**src/rtl/branch_ctrl_pkg.sv**
```systemverilog
// ----------------------------------------------------------------------------
// branch_ctrl_pkg
// Shared definitions for the branch controller and the decode-stage condition
// evaluator: condition-code encodings, flag bit positions, FSM states,
// default widths and a saturating counter helper.
// ----------------------------------------------------------------------------
package branch_ctrl_pkg;

   localparam int ADDR_W_DEF       = 16;
   localparam int FLUSH_CYCLES_DEF = 2;
   localparam int CC_W             = 6;
   localparam int COND_W           = 3;
   localparam int CNT_W            = 8;

   // Condition codes carried by br_cond. The six real codes equal the flag
   // bit index they select; the two top codes never take.
   typedef enum logic [COND_W-1:0] {
      COND_LT  = 3'b000,
      COND_GT  = 3'b001,
      COND_LE  = 3'b010,
      COND_GE  = 3'b011,
      COND_EQ  = 3'b100,
      COND_NE  = 3'b101,
      COND_NV0 = 3'b110,
      COND_NV1 = 3'b111
   } cond_e;

   // Flag bit positions inside cc_in / cc_reg: {NE,EQ,GE,LE,GT,LT}.
   localparam int CC_LT = 0;
   localparam int CC_GT = 1;
   localparam int CC_LE = 2;
   localparam int CC_GE = 3;
   localparam int CC_EQ = 4;
   localparam int CC_NE = 5;

   typedef enum logic [1:0] {
      IDLE     = 2'd0,
      WAIT_CC  = 2'd1,
      REDIRECT = 2'd2,
      FLUSH    = 2'd3
   } state_e;

   function automatic logic [CNT_W-1:0] sat_inc(input logic [CNT_W-1:0] v);
      return (v == {CNT_W{1'b1}}) ? v : v + 1'b1;
   endfunction

endpackage

```
**src/rtl/branch_cond_eval.sv**
```systemverilog
// ----------------------------------------------------------------------------
// branch_cond_eval
// Purely combinational branch condition evaluator.
//   cond  : 3-bit condition code (see cond_e)
//   flags : 6-bit flag vector {NE,EQ,GE,LE,GT,LT}
//   taken : 1 when the selected flag is set; codes 110/111 never take
// ----------------------------------------------------------------------------
module branch_cond_eval
   import branch_ctrl_pkg::*;
(
   input  logic [COND_W-1:0] cond,
   input  logic [CC_W-1:0]   flags,
   output logic              taken
);

   always_comb begin
      // NOTE: assign a default before the case so no path leaves taken
      // unassigned; otherwise synthesis infers a latch.
      taken = 1'b0;
      case (cond_e'(cond))
         COND_LT: taken = flags[CC_LT];
         COND_GT: taken = flags[CC_GT];
         COND_LE: taken = flags[CC_LE];
         COND_GE: taken = flags[CC_GE];
         COND_EQ: taken = flags[CC_EQ];
         COND_NE: taken = flags[CC_NE];
         default: taken = 1'b0;
      endcase
   end

endmodule

```
**src/rtl/branch_ctrl.sv**
```systemverilog
// ----------------------------------------------------------------------------
// branch_ctrl
// Resolves decode-stage branches and jumps, waits for in-flight flags when
// needed, issues a redirect to fetch and squashes younger instructions.
//   clk, rst            : clock, asynchronous active-low reset
//   br_valid/br_is_jump : branch (or unconditional jump) present in decode
//   br_cond, br_target  : condition code and target address
//   cc_valid, cc_in     : new flags written by execute this cycle
//   cc_pending          : a flag writer is in flight, flags not yet valid
//   fetch_ready         : fetch accepts the redirect this cycle
//   stall               : hold fetch and decode
//   redirect_valid/_pc  : redirect request and address
//   flush               : squash younger instructions
//   resolved            : pulse when a branch decision is made
//   taken_cnt           : saturating count of redirects issued
// FLUSH_CYCLES must lie in 1..7 (3-bit down-counter).
// ----------------------------------------------------------------------------
module branch_ctrl
   import branch_ctrl_pkg::*;
#(
   parameter int ADDR_W       = ADDR_W_DEF,
   parameter int FLUSH_CYCLES = FLUSH_CYCLES_DEF
) (
   input  logic              clk,
   input  logic              rst,
   input  logic              br_valid,
   input  logic              br_is_jump,
   input  logic [COND_W-1:0] br_cond,
   input  logic [ADDR_W-1:0] br_target,
   input  logic              cc_valid,
   input  logic [CC_W-1:0]   cc_in,
   input  logic              cc_pending,
   input  logic              fetch_ready,
   output logic              stall,
   output logic              redirect_valid,
   output logic [ADDR_W-1:0] redirect_pc,
   output logic              flush,
   output logic              resolved,
   output logic [CNT_W-1:0]  taken_cnt
);

   localparam logic [2:0] FLUSH_LOAD = 3'(FLUSH_CYCLES - 1);

   state_e            state;
   logic [CC_W-1:0]   cc_reg;
   logic [ADDR_W-1:0] target_q;
   logic [COND_W-1:0] cond_q;
   logic [2:0]        flush_cnt;

   logic [CC_W-1:0]   flags_eff;
   logic [COND_W-1:0] cond_sel;
   logic              taken;
   logic              idle_jump, idle_cond, idle_wait, idle_eval, wait_eval;

   // Same-cycle bypass: fresh flags from execute win over the stored copy.
   assign flags_eff = cc_valid ? cc_in : cc_reg;
   // While waiting, evaluate the latched condition; otherwise the live one.
   assign cond_sel  = (state == WAIT_CC) ? cond_q : br_cond;

   branch_cond_eval u_eval (
      .cond  (cond_sel),
      .flags (flags_eff),
      .taken (taken)
   );

   assign idle_jump = (state == IDLE) && br_valid && br_is_jump;
   assign idle_cond = (state == IDLE) && br_valid && !br_is_jump;
   assign idle_wait = idle_cond && cc_pending && !cc_valid;
   assign idle_eval = idle_cond && !idle_wait;
   assign wait_eval = (state == WAIT_CC) && cc_valid;

   // The input-dependent terms are gated by rst so every output is quiet
   // while reset is held, whatever decode presents.
   assign resolved       = rst && (idle_jump || idle_eval || wait_eval);
   assign stall          = (state == WAIT_CC) || (state == REDIRECT) || (rst && idle_wait);
   assign redirect_valid = (state == REDIRECT);
   assign redirect_pc    = target_q;
   assign flush          = (state == REDIRECT) || (state == FLUSH);

   // NOTE: all state below uses non-blocking assignments so every register
   // samples pre-edge values, independent of statement order.
   always_ff @(posedge clk or negedge rst) begin
      if (!rst) begin
         state     <= IDLE;
         cc_reg    <= '0;
         target_q  <= '0;
         cond_q    <= '0;
         flush_cnt <= '0;
         taken_cnt <= '0;
      end else begin
         if (cc_valid) cc_reg <= cc_in;

         case (state)
            IDLE: begin
               if (idle_jump || (idle_eval && taken)) begin
                  target_q  <= br_target;
                  taken_cnt <= sat_inc(taken_cnt);
                  state     <= REDIRECT;
               end else if (idle_wait) begin
                  target_q <= br_target;
                  cond_q   <= br_cond;
                  state    <= WAIT_CC;
               end
            end
            WAIT_CC: begin
               if (cc_valid) begin
                  if (taken) begin
                     taken_cnt <= sat_inc(taken_cnt);
                     state     <= REDIRECT;
                  end else begin
                     state <= IDLE;
                  end
               end
            end
            REDIRECT: begin
               if (fetch_ready) begin
                  flush_cnt <= FLUSH_LOAD;
                  state     <= FLUSH;
               end
            end
            FLUSH: begin
               if (flush_cnt == 3'd0) state <= IDLE;
               else                   flush_cnt <= flush_cnt - 3'd1;
            end
            default: state <= IDLE;
         endcase
      end
   end

endmodule

```
**config.mk**
```make
export PLATFORM = sky130hd
export DESIGN_NAME = branch_ctrl
export DESIGN_NICKNAME = d
export VERILOG_FILES = /design/src/rtl/branch_ctrl_pkg.sv /design/src/rtl/branch_cond_eval.sv /design/src/rtl/branch_ctrl.sv
export SDC_FILE = /design/constraint.sdc
export NUM_CORES = 1
export LEC_CHECK = 0
export BUFFER_PORTS_ARGS = -buffer_cell sky130_fd_sc_hd__buf_2
export CAP_MARGIN = 20
export CORE_AREA = 2 2 70 72
export CTS_CLUSTER_SIZE = 10
export DETAILED_ROUTE_END_ITERATION = 8
export DIE_AREA = 0 0 72 74
export HOLD_SLACK_MARGIN = 0.12
export PLACE_DENSITY_LB_ADDON = 0.12
export SYNTH_ARGS = -nofsm -noshare
export SYNTH_HDL_FRONTEND = slang
export SYNTH_SLANG_ARGS = --single-unit
export TNS_END_PERCENT = 50
```
**constraint.sdc**
```tcl
create_clock -name clk -period 2.83 [get_ports clk]
set_clock_uncertainty 0.15 [all_clocks]
set_input_delay 0.4245 -clock clk [delete_from_list [all_inputs] [get_ports clk]]
set_output_delay 0.4245 -clock clk [all_outputs]
set_load 0.01 [all_outputs]
```
==> metrics.log, run 1 <==
INFO  metric clk_latency = just under 0.3 ns
INFO  metric critical_register_to_register_path_endpoint = redirect_pc[9]$_DFFE_PN0P_
INFO  metric crit-reg2reg-launch = state[1]$_DFFE_PN0P_
INFO  metric cell_internal_pwr = 1.78 mW
INFO  metric timing.final.crit_period = about 2.7 ns
INFO  metric grt_pass1_wl = 7560 µm
INFO  metric net-switching-power = ~1.1 mW
INFO  metric ys_async_sr_fraction = 1.00
INFO  metric worst-endpoint-required = around 2.9 ns
INFO  metric timing.hold.worst.start = br_target[8]
INFO  metric grtUsageTotal = 0.184
INFO  metric floorplan.die.width = slightly above 70 µm
INFO  metric largest_register_ff_count = 16
INFO  metric antennaDiodeCount = 0
INFO  metric vias = 1540
INFO  metric num_rows = 25
INFO  metric antenna_found_initial = 0
INFO  metric max_cap_viol_count = 0
INFO  metric slew_viol_final = 0
INFO  metric cts_htree_levels = 2
INFO  metric detailed_place_hpwl = around 3400 µm
INFO  metric clk_path_buf_depth = 2
INFO  metric synth.avg_cell_area = 12.7 µm²
INFO  metric drt.antenna.violating_nets = 0
INFO  metric yosys_register_bits = 38
INFO  metric flop2flop_setup_slack = roughly 0.097 ns
INFO  metric synth.distinct_cells = between 40 and 50
INFO  metric max_slew_margin = 0.678
INFO  metric io-pin-count = 60
INFO  metric synthesis.yosys.warnings = 0
INFO  metric min_delay_path_depth = 2
INFO  metric layout_worst_path_cycle_share = 0.966
INFO  metric clock_sinks = 38
INFO  metric hp-class = in2reg
INFO  metric area_of_the_die = 0.00533 mm²
INFO  metric layout_nets = between 200 and 300
INFO  metric worstSetupPathType = reg2reg
INFO  metric hold-path-endpoint = redirect_pc[8]$_DFFE_PN0P_
INFO  metric comb_power_share = 0.481
INFO  metric finalPower = around 2.9 mW
INFO  metric synth_nets = 203
INFO  metric drt-vias-per-instance = 5.40
INFO  metric reg2reg_depth = 8
INFO  metric post-route-drc-count = 0
INFO  metric ys_flop_type = sky130_fd_sc_hd__dfrtp_1
INFO  metric report.final.hold_viol_count = 0
INFO  metric synth_area = 0.00206 mm²
INFO  metric initialDrtViolationCount = 66
INFO  metric grt.overflow.total = 0
INFO  metric status = finished clean
INFO  metric numCtsBuffers = 5
INFO  metric final_setup_fails = 0
INFO  metric synthToLayoutAreaGrowth = 25.9%
INFO  metric grt_setup_unrepaired = false
INFO  metric cell_count_after_synthesis = ~160
INFO  metric share_seq_of_total_power = 0.325
INFO  metric timing.fmax = around 370 MHz
INFO  metric mostFrequentLayoutCell = sky130_fd_sc_hd__buf_2
INFO  metric total_leakage_power = approximately 1.3 nW
INFO  metric worst_pin_slew = a little under 0.5 ns
INFO  metric fraction_of_layout_cells_with_a_size_suffix_above_1 = 0.463
INFO  metric placement.io_buffers = 59
INFO  metric timing.critical_path.fanout_max = 16
INFO  metric clkPwrFrac = 0.194
INFO  metric sort_of_element_at_the_start_of_the_critical_path = flip-flop
INFO  metric most-common-layout-cells = sky130_fd_sc_hd__buf_2 (59), sky130_fd_sc_hd__dfrtp_1 (38), sky130_fd_sc_hd__mux2_4 (12), sky130_fd_sc_hd__inv_1 (11), sky130_fd_sc_hd__mux2_1 (8)
INFO  metric firstDrtPassIters = 4
INFO  metric clk_slew_on_worst_s_h_paths = approximately 0.08 ns
INFO  metric grt_pass1_vias = approximately 1600
INFO  metric worst_setup_path_end_kind = flip-flop
INFO  metric floorplan.die.height = about 74 µm
INFO  metric gpl.final_weighted_congestion = between 0.9 and 1
INFO  metric synth_edf_count = 0
INFO  metric totalWireLength = approximately 4600 µm
INFO  metric p_sw_frac = 0.380
INFO  metric critical_path.startpoint = state[1]$_DFFE_PN0P_
INFO  metric floorplan.core_area = approximately 0.0046 mm²
INFO  metric vdd_drop_max = 0.517 mV
INFO  metric wl_per_cell = 16.1 µm
INFO  metric timing.critical_path.arrival = ~2.8 ns
INFO  metric grt_max_degree = 38
INFO  metric cts_tree = done
INFO  metric floorplan.initialDensity = 0.449
INFO  metric finalHoldWorstSlack = between 0.15 and 0.2 ns
INFO  metric clk_root_buffer_cell = sky130_fd_sc_hd__clkbuf_8
INFO  metric post_synthesis_sequential_area_ratio = 0.461
INFO  metric power_per_cell_area = around 1100 mW/mm²
-- metrics by stage --
step	TNS, ns	setup WS, ns	instances	utilization	cell area [µm²]
2_1_floorplan	0	0.112	163	-	2060
3_3_place_gp	0	0.0630	276	0.527	2420
3_5_place_dp	-0.413	-0.0394	276	0.527	2420
4_1_cts	0	0.0185	285	0.559	2570
5_1_grt	0	0.00333	285	0.565	2600
6_report	0	0.0974	285	0.565	2600
-- cells in the mapped netlist (2+ instances only) --
| library cell | count | area share |
|---|---|---|
| sky130_fd_sc_hd__buf_6 | 3 | 0.016 |
| sky130_fd_sc_hd__dfrtp_1 | 38 | 0.46 |
| sky130_fd_sc_hd__mux2_2 | 7 | 0.038 |
| sky130_fd_sc_hd__a41o_1 | 2 | 0.0097 |
| sky130_fd_sc_hd__inv_1 | 11 | 0.020 |
| sky130_fd_sc_hd__xor2_1 | 7 | 0.030 |
| sky130_fd_sc_hd__nor2_1 | 6 | 0.011 |
| sky130_fd_sc_hd__or2_2 | 2 | 0.0061 |
| sky130_fd_sc_hd__mux2_1 | 8 | 0.044 |
| sky130_fd_sc_hd__mux2_4 | 12 | 0.087 |
| sky130_fd_sc_hd__and3_1 | 4 | 0.012 |
| sky130_fd_sc_hd__a2111oi_2 | 6 | 0.044 |
| sky130_fd_sc_hd__nand3_1 | 7 | 0.017 |
| sky130_fd_sc_hd__o21ai_0 | 4 | 0.0097 |
| sky130_fd_sc_hd__ha_1 | 8 | 0.048 |
| sky130_fd_sc_hd__nand2_1 | 5 | 0.0091 |
| sky130_fd_sc_hd__a21boi_0 | 2 | 0.0073 |
-- worst max path at each step --
stage | endpoint | slack [ns] | cells past startpoint
detailed placement | redirect_pc[9]$_DFFE_PN0P_ | -0.04 | 8
finish | redirect_pc[9]$_DFFE_PN0P_ | 0.1 | 8
global route | redirect_pc[9]$_DFFE_PN0P_ | 0.003 | 8
CTS | redirect_pc[9]$_DFFE_PN0P_ | 0.02 | 8
global placement | redirect_pc[11]$_DFFE_PN0P_ | 0.06 | 8
floorplan | redirect_pc[0]$_DFFE_PN0P_ | 0.11 | 11
-- layout make-up --
type	count	area, µm²
flip-flops and latches	38	951
well taps	54	67.6
multi-input cells	108	1050
fillers	420	2000
repair buffers	66	350
inverters	11	41.3
clock buffers	5	68.8
clock inverters	3	68.8
-- cells by family (layout without fill, tap and decap cells) --
family | Yosys count | in the layout | synth area share
flops | 38 | 38 | 0.461
compound gates | 33 | 33 | 0.152
simple gates | 31 | 31 | 0.0800
mux | 29 | 29 | 0.185
buf+inv | 17 | 85 | 0.0442
fa+ha+maj | 8 | 8 | 0.0485
xor+xnor | 7 | 7 | 0.0297
-- metal layers --
metal | routed length (µm) | track usage
met5 | 0 | 0
met4 | 112 | 0.0881
met3 | 200 | 0.0434
met2 | 2230 | 0.302
met1 | 2040 | 0.231
-- power by group through the flow --
stage	registers, mW	clock network (mW)	logic, mW
after floorplan	0.978	0	0.876
after global routing	0.962	0.591	1.51
after detailed placement	0.929	0	1.35
final	0.930	0.556	1.38
after global placement	0.918	0	1.29
after CTS	0.926	0.567	1.35
-- worst max-delay path, stage by stage (launching register included) --
cell	delay [ns]
sky130_fd_sc_hd__dfrtp_1	0.40
sky130_fd_sc_hd__inv_1	0.09
sky130_fd_sc_hd__ha_2	0.28
sky130_fd_sc_hd__mux2i_4	0.30
sky130_fd_sc_hd__mux2_2	0.39
sky130_fd_sc_hd__a22oi_4	0.22
sky130_fd_sc_hd__a31o_2	0.29
sky130_fd_sc_hd__nand2_8	0.15
sky130_fd_sc_hd__mux2_1	0.35
-- what timing repair did --
item | in CTS | in global routing
hold buffers | 1 | 0
setup endpoints to repair | 16 | 18
gates resized for setup | 1 | 4
endpoints found under the hold margin | 38 | 0
setup buffers | 0 | 0
Power figures use the tool's default switching activity.
==> run 2, diff against run 1 <==
==> constraint.sdc (replaced) <==
create_clock -name clk -period 2.83 [get_ports clk]
set_clock_uncertainty 0.15 [all_clocks]
set_input_delay 0.1415 -clock clk [delete_from_list [all_inputs] [get_ports clk]]
set_output_delay 0.1415 -clock clk [all_outputs]
set_load 0.01 [all_outputs]
==> metrics.log, run 2 (same netlist as run 1, synthesis figures left out) <==
INFO  metric cts_tree = done
INFO  metric floorplan.core_area = 0.00460 mm² (unchanged)
INFO  metric worst_pin_slew = 0.465 ns (-0.0178 ns)
INFO  metric total_leakage_power = 1.39 nW (+8.6%)
INFO  metric grt_max_degree = 38 (unchanged)
INFO  metric post-cts-setup-buffers = 0 (unchanged)
INFO  metric grt_pass1_wl = 7850 µm (+3.9%)
INFO  metric finalPower = 2.88 mW (+0.56%)
INFO  metric grt_setup_unrepaired = false
INFO  metric design_area = 0.00286 mm² (+9.9%)
INFO  metric clk_slew_on_worst_s_h_paths = 0.08 ns (about the same)
INFO  metric placement.io_buffers = 59 (unchanged)
INFO  metric timing.fmax = 371 MHz (+1.4%)
INFO  metric placed_area = 0.00242 mm² (unchanged)
INFO  metric grt.overflow.total = 0 (unchanged)
INFO  metric worstSetupPathType = reg2reg
INFO  metric layout_worst_path_cycle_share = 0.952 (-0.0136)
INFO  metric sort_of_element_at_the_start_of_the_critical_path = flip-flop
INFO  metric io-pin-count = 60 (unchanged)
INFO  metric fillers = 394 (-6.2%)
INFO  metric vdd_drop_max = 0.518 mV (about the same)
INFO  metric floorplan.die.height = 74 µm (unchanged)
INFO  metric num_rows = 25 (unchanged)
INFO  metric floorplan.die.width = 72 µm (unchanged)
INFO  metric initialDrtViolationCount = 81 (+23%)
INFO  metric timing.setup.tns = 0 ns (unchanged)
INFO  metric floorplan.initialDensity = 0.449 (unchanged)
INFO  metric final_setup_fails = 0 (unchanged)
INFO  metric clock_sinks = 38 (unchanged)
INFO  metric vias = 1635 (+6.2%)
INFO  metric slew_viol_final = 0 (unchanged)
INFO  metric worst-endpoint-required = 2.86 ns (about the same)
INFO  metric cts_htree_levels = 2 (unchanged)
INFO  metric grtUsageTotal = 0.192 (+0.00767)
INFO  metric antennaDiodeCount = 0 (unchanged)
INFO  metric totalWireLength = 4780 µm (+4.3%)
INFO  metric worst_setup_path_end_kind = flip-flop
INFO  metric most-common-layout-cells = sky130_fd_sc_hd__buf_2 (59), sky130_fd_sc_hd__dfrtp_1 (38), sky130_fd_sc_hd__dlygate4sd3_1 (27), sky130_fd_sc_hd__mux2_4 (12), sky130_fd_sc_hd__inv_1 (11)
INFO  metric numCtsBuffers = 5 (unchanged)
INFO  metric antenna_found_initial = 0 (unchanged)
INFO  metric firstDrtPassIters = 6 (+2)
INFO  metric fraction_of_layout_cells_with_a_size_suffix_above_1 = 0.416 (-0.0469)
INFO  metric clk_latency = 0.29 ns (about the same)
INFO  metric clk_root_buffer_cell = sky130_fd_sc_hd__clkbuf_8
INFO  metric max_slew_margin = 0.690 (+0.0119)
INFO  metric drt-vias-per-instance = 5.26 (-2.7%)
INFO  metric status = finished clean
INFO  metric place_inst = 276 (unchanged)
INFO  metric timing.critical_path.fanout_max = 16 (unchanged)
INFO  metric drt.antenna.violating_nets = 0 (unchanged)
INFO  metric power_per_cell_area = 1010 mW/mm² (-8.5%)
INFO  metric hp-class = in2reg
INFO  metric report.final.hold_viol_count = 0 (unchanged)
INFO  metric wl_per_cell = 15.4 µm (-4.5%)
INFO  metric post-route-drc-count = 0 (unchanged)
INFO  metric largest_register_ff_count = 16 (unchanged)
INFO  metric final-instance-count-excl-fill = 311 (+9.1%)
INFO  metric detailed_place_hpwl = 3350 µm (unchanged)
INFO  metric max_cap_viol_count = 0 (unchanged)
INFO  metric timing.final.crit_period = 2.69 ns (-0.0384 ns)
INFO  metric grt_pass1_vias = 1670 (+5.2%)
INFO  metric area_of_the_die = 0.00533 mm² (unchanged)
INFO  metric synthToLayoutAreaGrowth = 38.3%
INFO  metric postLayoutCoreUtil = 0.621 (+0.0558)
INFO  metric layout_nets = 296 (+9.6%)
INFO  metric clk_path_buf_depth = 2 (unchanged)
INFO  metric timing.critical_path.arrival = 2.72 ns (-0.04 ns)
INFO  metric mostFrequentLayoutCell = sky130_fd_sc_hd__buf_2
INFO  metric gpl.final_weighted_congestion = 0.933 (unchanged)
==> run 2: final timing paths <==
path	slack (ns)	to	cells past startpoint	startpoint
max	0.14	redirect_pc[11]$_DFFE_PN0P_	8	state[1]$_DFFE_PN0P_
min	0.13	flush_cnt[1]$_DFFE_PN0P_	3	fetch_ready
max reg2reg	0.14	redirect_pc[11]$_DFFE_PN0P_	8	state[1]$_DFFE_PN0P_
min reg2reg	0.34	redirect_pc[12]$_DFFE_PN0P_	1	redirect_pc[12]$_DFFE_PN0P_
max in group asynchronous	1.79	state[0]$_DFFE_PN0P_	3	rst
min in group asynchronous	0.40	redirect_pc[5]$_DFFE_PN0P_	3	rst
==> run 2: cell type report <==
class / instances / area, µm² / area share
tap: 54 / 67.6 / 0.0237
clock buffer: 5 / 68.8 / 0.0241
timing repair buffer: 92 / 611 / 0.214
inverter: 11 / 41.3 / 0.0145
multi-input combinational: 108 / 1050 / 0.367
clock inverter: 3 / 68.8 / 0.0241
sequential: 38 / 951 / 0.333
==> run 2: metal layers <==
layer  vias to the layer above  GRT usage  routed length [µm]
met2                        50      0.319                2310
li1                        780          -                   -
met1                       792      0.237                2120
met4                         0     0.0964                 157
met5                         -          0                   0
met3                        13     0.0434                 191
==> run 2: worst max-delay path, stage by stage, from the launching register on <==
cell and delay, ns:
sky130_fd_sc_hd__dfrtp_1 0.40, sky130_fd_sc_hd__inv_1 0.09, sky130_fd_sc_hd__ha_2 0.28, sky130_fd_sc_hd__mux2i_4 0.30, sky130_fd_sc_hd__mux2_2 0.39, sky130_fd_sc_hd__a22oi_4 0.23
sky130_fd_sc_hd__a31o_4 0.24, sky130_fd_sc_hd__nand2_8 0.13, sky130_fd_sc_hd__mux2_1 0.36
==> run 2: repair_timing <==
item / 4_1_cts / 5_1_grt
gates resized for setup: 1 / 4
hold endpoints to repair: 63 / 0
hold buffers: 27 / 0
setup endpoints to repair: 16 / 18
==> run 2: stage by stage <==
stage          hold WS [ns]  worst slack [ns]
2_1_floorplan        -0.304             0.112
3_3_place_gp         -0.200            0.0630
3_5_place_dp         -0.201           -0.0394
4_1_cts               0.121            0.0185
5_1_grt               0.144            0.0124
6_report              0.133             0.136
==> run 2: power breakdown <==
group / switching [mW] / internal [mW] / leakage [nW]
Sequential: 0.168 / 0.762 / 0.463
Combinational: 0.714 / 0.682 / 0.862
Clock: 0.200 / 0.353 / 0.0683
==> run 3, diff against run 2 <==
--- a/config.mk
+++ b/config.mk
@@ -13,6 +13,7 @@
 export DIE_AREA = 0 0 72 74
 export HOLD_SLACK_MARGIN = 0.12
 export PLACE_DENSITY_LB_ADDON = 0.12
+export REMOVE_ABC_BUFFERS = 1
 export SYNTH_ARGS = -nofsm -noshare
 export SYNTH_HDL_FRONTEND = slang
 export SYNTH_SLANG_ARGS = --single-unit
==> metrics.log, run 3 (same netlist as run 1, synthesis figures left out) <==
INFO  metric status = finished clean
INFO  metric cell_internal_pwr = 1.64 mW (-8.7%)
INFO  metric clock_sinks = 38 (unchanged)
INFO  metric critical_path.startpoint = state[1]$_DFFE_PN0P_
INFO  metric p_sw_frac = 0.390 (+0.0143)
INFO  metric vdd_drop_max = 0.492 mV (-5.0%)
INFO  metric timing.critical_path.arrival = 2.70 ns (-0.02 ns)
INFO  metric grt_pass1_wl = 7580 µm (-3.5%)
INFO  metric antenna_found_initial = 0 (unchanged)
INFO  metric grt_max_degree = 38 (unchanged)
INFO  metric postLayoutCoreUtil = 0.609 (-0.0120)
INFO  metric initialDrtViolationCount = 79 (-2.5%)
INFO  metric io-pin-count = 60 (unchanged)
INFO  metric total_leakage_power = 1.37 nW (-1.8%)
INFO  metric num_rows = 25 (unchanged)
INFO  metric vias = 1634 (-0.061%)
INFO  metric timing.critical_path.depth = 8 (unchanged)
INFO  metric cpLargestDelayFamily = multiplexers
INFO  metric floorplan.die.height = 74 µm (unchanged)
INFO  metric multi_input_logic_area = 0.00103 mm² (-1.2%)
INFO  metric grt.overflow.total = 0 (unchanged)
INFO  metric reg2reg_depth = 8 (unchanged)
INFO  metric worst_pin_slew = 0.468 ns (+0.00246 ns)
INFO  metric most-common-layout-cells = sky130_fd_sc_hd__buf_2 (59), sky130_fd_sc_hd__dfrtp_1 (38), sky130_fd_sc_hd__dlygate4sd3_1 (27), sky130_fd_sc_hd__mux2_4 (12), sky130_fd_sc_hd__inv_1 (11)
INFO  metric final_setup_fails = 0 (unchanged)
INFO  metric timing.final.crit_period = 2.68 ns (-0.0115 ns)
INFO  metric largest_register_ff_count = 16 (unchanged)
INFO  metric worst_setup_path_end_kind = flip-flop
INFO  metric floorplan.core_area = 0.00460 mm² (unchanged)
INFO  metric net-switching-power = 1.05 mW (-3.0%)
INFO  metric number_of_buffer_and_inverter_instances_along_the_worst_setup_path = 1 (unchanged)
INFO  metric wl_per_cell = 14.8 µm (-3.8%)
INFO  metric fillers = 382 (-3.0%)
INFO  metric share_seq_of_total_power = 0.342 (+0.019)
INFO  metric max_slew_margin = 0.688 (-0.00164)
INFO  metric crit-reg2reg-launch = state[1]$_DFFE_PN0P_
INFO  metric clk_path_buf_depth = 2 (unchanged)
INFO  metric worstSetupPathType = reg2reg
INFO  metric clk_latency = 0.29 ns (about the same)
INFO  metric firstDrtPassIters = 4 (-2)
INFO  metric area_of_the_die = 0.00533 mm² (unchanged)
INFO  metric power_per_cell_area = 961 mW/mm² (-4.8%)
INFO  metric regArea = 951 µm² (unchanged)
INFO  metric layout_nets = 296 (unchanged)
INFO  metric detailed_place_hpwl = 3290 µm (-1.9%)
INFO  metric cts_htree_levels = 2 (unchanged)
INFO  metric mostFrequentLayoutCell = sky130_fd_sc_hd__buf_2
INFO  metric crit_end = redirect_pc[11]$_DFFE_PN0P_
INFO  metric comb_power_share = 0.512 (+0.027)
INFO  metric critical_register_to_register_path_endpoint = redirect_pc[11]$_DFFE_PN0P_
INFO  metric place_inst = 276 (unchanged)
INFO  metric slew_viol_final = 0 (unchanged)
INFO  metric antennaDiodeCount = 0 (unchanged)
INFO  metric clkPwrFrac = 0.146 (-0.046)
INFO  metric grtUsageTotal = 0.186 (-0.00565)
INFO  metric totalWireLength = 4600 µm (-3.8%)
INFO  metric critical-path-slowest-cell = sky130_fd_sc_hd__dfrtp_1
INFO  metric synthToLayoutAreaGrowth = 35.6%
INFO  metric critical_path.cell_chain = inv_1 -> ha_4 -> mux2i_4 -> mux2_2 -> a22oi_4 -> a31o_2 -> nand2_4 -> mux2_1
INFO  metric fraction_of_layout_cells_with_a_size_suffix_above_1 = 0.412 (-0.00389)
INFO  metric numCtsBuffers = 5 (unchanged)
INFO  metric sort_of_element_at_the_start_of_the_critical_path = flip-flop
INFO  metric grt_pass1_vias = 1679 (+0.54%)
INFO  metric flop2flop_setup_slack = 0.15 ns (about the same)
INFO  metric floorplan.initialDensity = 0.449 (unchanged)
INFO  metric worst-endpoint-required = 2.85 ns (about the same)
INFO  metric grt_setup_unrepaired = false
INFO  metric critical_path.max_stage_delay = 0.40 ns (about the same)
INFO  metric post-route-drc-count = 0 (unchanged)
INFO  metric report.final.hold_viol_count = 0 (unchanged)
INFO  metric clk_root_buffer_cell = sky130_fd_sc_hd__clkbuf_8
INFO  metric layout_worst_path_cycle_share = 0.948 (-0.00406)
INFO  metric clk_slew_on_worst_s_h_paths = 0.08 ns (about the same)
INFO  metric post-cts-setup-buffers = 0 (unchanged)
INFO  metric design_area = 0.00280 mm² (-1.9%)
INFO  metric hp-class = in2reg
INFO  metric placement.io_buffers = 59 (unchanged)
INFO  metric cts_tree = done
INFO  metric placed_area = 0.00242 mm² (unchanged)
INFO  metric timing.fmax = 373 MHz (+0.43%)
INFO  metric drt.antenna.violating_nets = 0 (unchanged)
INFO  metric final-instance-count-excl-fill = 311 (unchanged)
INFO  metric floorplan.die.width = 72 µm (unchanged)
INFO  metric timing.critical_path.fanout_max = 16 (unchanged)
INFO  metric gpl.final_weighted_congestion = 0.953 (+2.2%)
INFO  metric drt-vias-per-instance = 5.25 (about the same)
INFO  metric max_cap_viol_count = 0 (unchanged)
-- run 3: layout make-up --
| type | instances | area share |
|---|---|---|
| flip-flops and latches | 38 | 0.340 |
| clock inverters | 2 | 0.00447 |
| multi-input cells | 108 | 0.370 |
| well taps | 54 | 0.0241 |
| repair buffers | 92 | 0.218 |
| inverters | 11 | 0.0147 |
| clock buffers | 6 | 0.0295 |
-- run 3: routing by layer --
metal | GRT usage | wire length [µm] | up-vias
met5 | 0 | 0 | -
met4 | 0.0671 | 93 | 0
met3 | 0.0515 | 191 | 11
met2 | 0.317 | 2270 | 43
met1 | 0.229 | 2050 | 798
li1 | - | - | 782
-- run 3: metrics by stage --
step	setup slack, ns	total power, mW	TNS, ns	hold slack, ns
floorplan	-0.124	1.82	-1.86	-0.304
global placement	0.0666	2.21	0	-0.185
detailed placement	-0.0438	2.27	-0.286	-0.188
CTS	0.0170	2.70	0	0.126
global route	0.0405	2.90	0	0.146
finish	0.147	2.69	0	0.128
-- run 3: what timing repair did --
action,in CTS,in global routing
endpoints found under the setup margin,16,18
resized for setup,1,2
endpoints found under the hold margin,63,0
hold buffers,27,0
-- run 3: tightest hold or removal path, delay by kind of cell --
family,cells,cell delay [ns]
buffers and inverters,1,0.13
multiplexers,1,0.15
AO/OA/AOI/OAI,1,0.10
-- run 3: worst min-delay path by stage --
stage               depth (start not counted)                  endpoint   startpoint
floorplan                                   0       cc_reg[0]$_DFF_PN0_          rst
global placement                            1      state[1]$_DFFE_PN0P_          rst
CTS                                         3  flush_cnt[1]$_DFFE_PN0P_  fetch_ready
global route                                2       cc_reg[4]$_DFF_PN0_     cc_valid
detailed placement                          1      state[1]$_DFFE_PN0P_          rst
finish                                      3  flush_cnt[1]$_DFFE_PN0P_  fetch_ready
-- run 3: power groups by stage --
stage	Clock [mW]	Combinational [mW]	Sequential, mW
2_1_floorplan	0	0.840	0.978
5_1_grt	0.428	1.51	0.957
6_report	0.392	1.38	0.921
3_3_place_gp	0	1.29	0.919
3_5_place_dp	0	1.34	0.931
4_1_cts	0.405	1.37	0.922
